**src/rtl/mos6502_pkg.sv**
```systemverilog
// Shared constants and types for the 6502 subset core.
package mos6502_pkg;

  // Opcodes handled by the core; anything else behaves as a 1-byte NOP.
  localparam logic [7:0] OP_LDA_IMM = 8'hA9;
  localparam logic [7:0] OP_LDX_IMM = 8'hA2;
  localparam logic [7:0] OP_LDY_IMM = 8'hA0;
  localparam logic [7:0] OP_LDA_ABS = 8'hAD;
  localparam logic [7:0] OP_LDX_ABS = 8'hAE;
  localparam logic [7:0] OP_LDY_ABS = 8'hAC;
  localparam logic [7:0] OP_STA_ABS = 8'h8D;
  localparam logic [7:0] OP_STX_ABS = 8'h8E;
  localparam logic [7:0] OP_STY_ABS = 8'h8C;
  localparam logic [7:0] OP_JMP_ABS = 8'h4C;
  localparam logic [7:0] OP_NOP     = 8'hEA;

  // Vector addresses (low byte; high byte at +1).
  localparam logic [15:0] VEC_NMI   = 16'hFFFA;
  localparam logic [15:0] VEC_RESET = 16'hFFFC;
  localparam logic [15:0] VEC_IRQ   = 16'hFFFE;

  // Status register bit positions.
  localparam int P_C = 0;
  localparam int P_Z = 1;
  localparam int P_I = 2;
  localparam int P_D = 3;
  localparam int P_B = 4;
  localparam int P_U = 5;
  localparam int P_V = 6;
  localparam int P_N = 7;

  typedef enum logic [2:0] {S_RST0, S_RST1, S_FETCH, S_T1, S_T2, S_T3} state_t;
  typedef enum logic [1:0] {AM_IMP, AM_IMM, AM_ABS} amode_t;
  typedef enum logic [1:0] {R_A, R_X, R_Y} rsel_t;

  typedef struct packed {
    amode_t mode;
    rsel_t  rsel;
    logic   is_store;
    logic   is_jump;
  } decode_t;

  // Replace N and Z in p according to a loaded value.
  function automatic logic [7:0] nz_update(input logic [7:0] p, input logic [7:0] v);
    logic [7:0] r;
    r      = p;
    r[P_N] = v[7];
    r[P_Z] = (v == 8'h00);
    return r;
  endfunction

endpackage

```
**src/rtl/mos6502_decode.sv**
```systemverilog
// Opcode to {addressing mode, register, store, jump} mapping.
module mos6502_decode
  import mos6502_pkg::*;
(
  input  logic [7:0] opcode,
  output decode_t    dec
);

  // Unlisted opcodes fall through to the implied (NOP) default.
  always_comb begin
    dec = '{mode: AM_IMP, rsel: R_A, is_store: 1'b0, is_jump: 1'b0};
    case (opcode)
      OP_LDA_IMM: dec = '{mode: AM_IMM, rsel: R_A, is_store: 1'b0, is_jump: 1'b0};
      OP_LDX_IMM: dec = '{mode: AM_IMM, rsel: R_X, is_store: 1'b0, is_jump: 1'b0};
      OP_LDY_IMM: dec = '{mode: AM_IMM, rsel: R_Y, is_store: 1'b0, is_jump: 1'b0};
      OP_LDA_ABS: dec = '{mode: AM_ABS, rsel: R_A, is_store: 1'b0, is_jump: 1'b0};
      OP_LDX_ABS: dec = '{mode: AM_ABS, rsel: R_X, is_store: 1'b0, is_jump: 1'b0};
      OP_LDY_ABS: dec = '{mode: AM_ABS, rsel: R_Y, is_store: 1'b0, is_jump: 1'b0};
      OP_STA_ABS: dec = '{mode: AM_ABS, rsel: R_A, is_store: 1'b1, is_jump: 1'b0};
      OP_STX_ABS: dec = '{mode: AM_ABS, rsel: R_X, is_store: 1'b1, is_jump: 1'b0};
      OP_STY_ABS: dec = '{mode: AM_ABS, rsel: R_Y, is_store: 1'b1, is_jump: 1'b0};
      OP_JMP_ABS: dec = '{mode: AM_ABS, rsel: R_A, is_store: 1'b0, is_jump: 1'b1};
      default: ;
    endcase
  end

endmodule

```
**src/rtl/mos6502_proc.sv**
```systemverilog
// Cycle-accurate 6502 subset: reset vector, LD*/ST* imm/abs, JMP abs, NOP.
module mos6502_proc
  import mos6502_pkg::*;
#(
  parameter logic [15:0] RESET_VECTOR = 16'hFFFC
) (
  input  logic        clk,
  input  logic        reset,
  input  logic [7:0]  rd_data,
  output logic [15:0] address,
  output logic [7:0]  wr_data,
  output logic        wr_enable
);

  state_t      state, state_nxt;
  logic [15:0] PC;
  logic [7:0]  P, A, X, Y, SP;
  logic [7:0]  ir, lo, hi;
  decode_t     dec;
  logic [7:0]  sel_reg;

  mos6502_decode u_decode (.opcode(ir), .dec(dec));

  // Register selected by the current instruction (store source).
  always_comb begin
    sel_reg = A;
    case (dec.rsel)
      R_X:     sel_reg = X;
      R_Y:     sel_reg = Y;
      default: sel_reg = A;
    endcase
  end

  // State register; reset restarts the vector sequence from any state.
  always_ff @(posedge clk) begin
    if (reset) state <= S_RST0;
    else       state <= state_nxt;
  end

  // Next-state sequencing per instruction class.
  always_comb begin
    state_nxt = state;
    case (state)
      S_RST0:  state_nxt = S_RST1;
      S_RST1:  state_nxt = S_FETCH;
      S_FETCH: state_nxt = S_T1;
      S_T1:    state_nxt = (dec.mode == AM_ABS) ? S_T2 : S_FETCH;
      S_T2:    state_nxt = dec.is_jump ? S_FETCH : S_T3;
      S_T3:    state_nxt = S_FETCH;
      default: state_nxt = S_RST0;
    endcase
  end

  // Bus outputs; the write strobe is masked while reset is asserted.
  always_comb begin
    address   = PC;
    wr_enable = 1'b0;
    wr_data   = 8'h00;
    case (state)
      S_RST0:  address = RESET_VECTOR;
      S_RST1:  address = RESET_VECTOR + 16'd1;
      S_T3: begin
        address = {hi, lo};
        if (dec.is_store && !reset) begin
          wr_enable = 1'b1;
          wr_data   = sel_reg;
        end
      end
      default: ;
    endcase
  end

  // Architectural registers and operand latches.
  always_ff @(posedge clk) begin
    if (reset) begin
      PC <= 16'h0000;
      P  <= 8'h24;
      A  <= 8'h00;
      X  <= 8'h00;
      Y  <= 8'h00;
      SP <= 8'hFD;
      ir <= 8'h00;
      lo <= 8'h00;
      hi <= 8'h00;
    end else begin
      case (state)
        S_RST0:  lo <= rd_data;
        S_RST1:  PC <= {rd_data, lo};
        S_FETCH: begin
          ir <= rd_data;
          PC <= PC + 16'd1;
        end
        S_T1: begin
          // Implied mode does a dummy read and leaves PC alone.
          if (dec.mode != AM_IMP) PC <= PC + 16'd1;
          if (dec.mode == AM_ABS) lo <= rd_data;
          if (dec.mode == AM_IMM) begin
            case (dec.rsel)
              R_X:     X <= rd_data;
              R_Y:     Y <= rd_data;
              default: A <= rd_data;
            endcase
            P <= nz_update(P, rd_data);
          end
        end
        S_T2: begin
          if (dec.is_jump) begin
            PC <= {rd_data, lo};
          end else begin
            hi <= rd_data;
            PC <= PC + 16'd1;
          end
        end
        S_T3: begin
          if (!dec.is_store) begin
            case (dec.rsel)
              R_X:     X <= rd_data;
              R_Y:     Y <= rd_data;
              default: A <= rd_data;
            endcase
            P <= nz_update(P, rd_data);
          end
        end
        default: ;
      endcase
    end
  end

endmodule

```
**config.mk**
```make
export PLATFORM = sky130hd
export DESIGN_NAME = mos6502_proc
export DESIGN_NICKNAME = d
export VERILOG_FILES = /design/src/rtl/mos6502_pkg.sv /design/src/rtl/mos6502_decode.sv /design/src/rtl/mos6502_proc.sv
export SDC_FILE = /design/constraint.sdc
export NUM_CORES = 1
export LEC_CHECK = 0
export BUFFER_PORTS_ARGS = -buffer_cell sky130_fd_sc_hd__buf_2
export CELL_PAD_IN_SITES_DETAIL_PLACEMENT = 1
export CELL_PAD_IN_SITES_GLOBAL_PLACEMENT = 2
export CORE_MARGIN = 4
export CORE_UTILIZATION = 36
export DETAILED_ROUTE_END_ITERATION = 16
export GPL_TIMING_DRIVEN = 1
export PLACE_DENSITY = 0.76
export SYNTH_ARGS = -nofsm -noshare
export SYNTH_HDL_FRONTEND = slang
export SYNTH_SLANG_ARGS = --single-unit
```
**constraint.sdc**
```tcl
create_clock -name clk -period 3.22 [get_ports clk]
set_input_delay 0.322 -clock clk [delete_from_list [all_inputs] [get_ports clk]]
set_output_delay 0.322 -clock clk [all_outputs]
set_load 0.03 [all_outputs]
```
==> results.toml <==
[setup_path]
cp_cell_sequence = "nor3b_4 -> nor3b_1 -> and2_1 -> inv_1 -> ha_1 -> a22oi_1 -> nor2_1 -> a21oi_1 -> nor2_1 -> buf_2"
arrival_ns = 2.51
slowest_delay_ns = 0.41
cp_common_cell = "nor2_1"
critical_path_buf_inv_count = 2
crit_family = "simple AND/OR/NAND/NOR gates"
setup.worst_path.start = "ir[7]"
r2r_start = "state[2]"
slowest_stage = "dfxtp_2"
start_kind = "flip-flop"
critPathKind = "flip-flop to output port"
cp_data_required_time_ns = 2.90
cp_max_fo = 9
cp-end-kind = "output port"

[placed_design]
port_buffers = 34
dp_hpwl_um = 7340
place_congestion = 0.763

[final_layout]
drive_gt1_share_pct = 15.7
regArea_um2 = 1340
n_antenna_cell = 0
final_nets = 468
final_cell_mix = "dfxtp_1, nand2b_1, a21oi_1, nand2_1, buf_2"
n_fill_cell = 1197
layout_commonest_cell = "dfxtp_1"
syn2layout_area_growth_pct = 13.0
multi_input_area_um2 = 2190

[clock_tree]
cts_resized = 1
clock-sinks = 67
cts.path.max_buffers = 2
hold_buffers = 0
cts_setup_buffers = 0
cts_made_buffers = 9
clock_tree.root_cell = "clkbuf_8"
cts_tree = "done"
clk_latency_ns = 0.35
htree_levels = 3
clkSlewWorstSetupHoldPaths_ns = 0.08

[logic_synthesis]
ys.warnings.count = 0
ys_seq_area_share_pct = 36.2
syn_area_per_cell_um2 = 8.51
synth_edf_count = 0
syn-num-nets = 449
synth.distinct_cells = 48
synth-async-reset-ratio_pct = 0
synth_ff_type = "dfxtp_1"
synthCells = 436
synth_area_um2 = 3710
ys_ff_latch = 67

[route]
wl_met3_um = 269
wirelength_um = 10900
wl_per_cell_um = 18.4
drtPass1Iterations = 4
routed-wl-met2_um = 5460
viasPerCell = 5.58
met1Wirelength_um = 5070
postRouteAntennaNets = 0
top_layer_used = "met4"
drc_errors = 0
vias = 3308
drt_iter0_markers = 153

[sta]
fin_skew_ns = 0.0143
setup_violations = 0
final.period_utilization_pct = 88.0
rsz0062_at_grt = "false"
final.setup.tns_ns = 0
clock.fmax_mhz = 353
tightest_slew_ns = 0.806
drv_slew = 0
hold_viol_final = 0
slew_headroom_pct = 46.3
min_period_ns = 2.83

[power]
power_density_nw_per_um2 = 475
total_power_mw = 1.99
leakage_nw = 1.54
ir_drop_mv = 0.218

[die]
coreArea_um2 = 9910
fp.dieH_um = 110
die_area_um2 = 12000
dieWidth_um = 110
initial_utilization_pct = 37.4
rows = 36
io_pins = 35

[hold_path]
hp-start = "rd_data[0]"
holdCritPathClass = "input port to flip-flop"

[job]
maxCapViolCount = 0

[global_route]
grt_pass1_wl_um = 18100
grt_max_degree = 89
first_global_vias = 3397
overflow = 0
antenna_found_initial = 0
groute.usage.overall_pct = 19.5

[status]
status = "completed"
-- path summary, 6_finish.rpt --
check,endpoint,slack (ns),cells after the start
hold reg to reg,hi[4],0.46,2
setup reg to reg,PC[6],0.79,5
hold / removal,hi[0],0.27,3
setup / recovery,wr_data[6],0.39,10
-- where the power goes --
| part | leakage, nW | switching [mW] | total, mW | internal (mW) |
|---|---|---|---|---|
| sequential | 0.545 | 0.0455 | 0.905 | 0.860 |
| clock | 0.114 | 0.366 | 0.809 | 0.443 |
| combinational | 0.882 | 0.174 | 0.278 | 0.103 |
| total | 1.54 | 0.586 | 1.99 | 1.41 |
-- metal layers --
metal,vias to the layer above,global-route usage (%)
li1,1616,-
met1,1631,24.7
met2,51,34.1
met3,10,3.35
met4,0,5.25
met5,-,0
-- worst reg2reg max path, delay by kind of cell (launching register included) --
kind,cells,cell delay [ns]
flip-flops,1,0.52
AO/OA/AOI/OAI,3,1.18
AND/OR/NAND/NOR,2,0.65
-- final cells by class --
class	count	share of cell area (%)
clock buffers	9	2.95
clock inverters	7	2.39
inverters	10	0.895
multi-input cells	325	52.3
flip-flops and latches	67	32.0
well taps	133	3.97
repair buffers	42	5.49
-- through the flow --
stage | area [µm²] | worst slack [ns] | utilization (%) | std cells | hold WS (ns)
after floorplan | 3710 | 0.446 | - | 436 | 0.437
after global placement | 3950 | 0.503 | 39.9 | 577 | 0.442
after detailed placement | 3950 | 0.376 | 39.9 | 577 | 0.451
after CTS | 4180 | 0.0279 | 42.2 | 593 | 0.268
after global routing | 4190 | 0.0216 | 42.3 | 593 | 0.266
final | 4190 | 0.385 | 42.3 | 593 | 0.268
-- cell families after synthesis --
logic type	Yosys count	synth area share, %
and+or+nand+nor	159	23.4
AOI/OAI and AO/OA	129	25.1
DFF	67	36.2
buffers and inverters	44	5.19
muxes	33	8.90
adders and majority gates	3	1.01
xor gates and xnor gates	1	0.236
-- cell usage after synthesis (4+ instances only) --
library cell | instances | area [µm²]
nor2_1 | 21 | 78.8
inv_1 | 10 | 37.5
nor3_1 | 4 | 20.0
buf_2 | 6 | 30.0
nand2b_1 | 56 | 350
clkbuf_1 | 23 | 86.3
nand3_1 | 12 | 60.1
o21ai_0 | 11 | 55.1
mux2i_1 | 33 | 330
a211oi_1 | 11 | 82.6
a21oi_1 | 51 | 255
o22a_1 | 14 | 123
a22oi_1 | 8 | 60.1
o32ai_1 | 14 | 123
nor2b_1 | 4 | 25.0
dfxtp_1 | 67 | 1340
nand2_1 | 38 | 143
-- flip-flops by register name (all words and copies together) (netlist names) --
name and flops:
A 8, PC 16, X 8, Y 8
hi 8, ir 8, lo 8, state 3
Power figures use the tool's default switching activity.
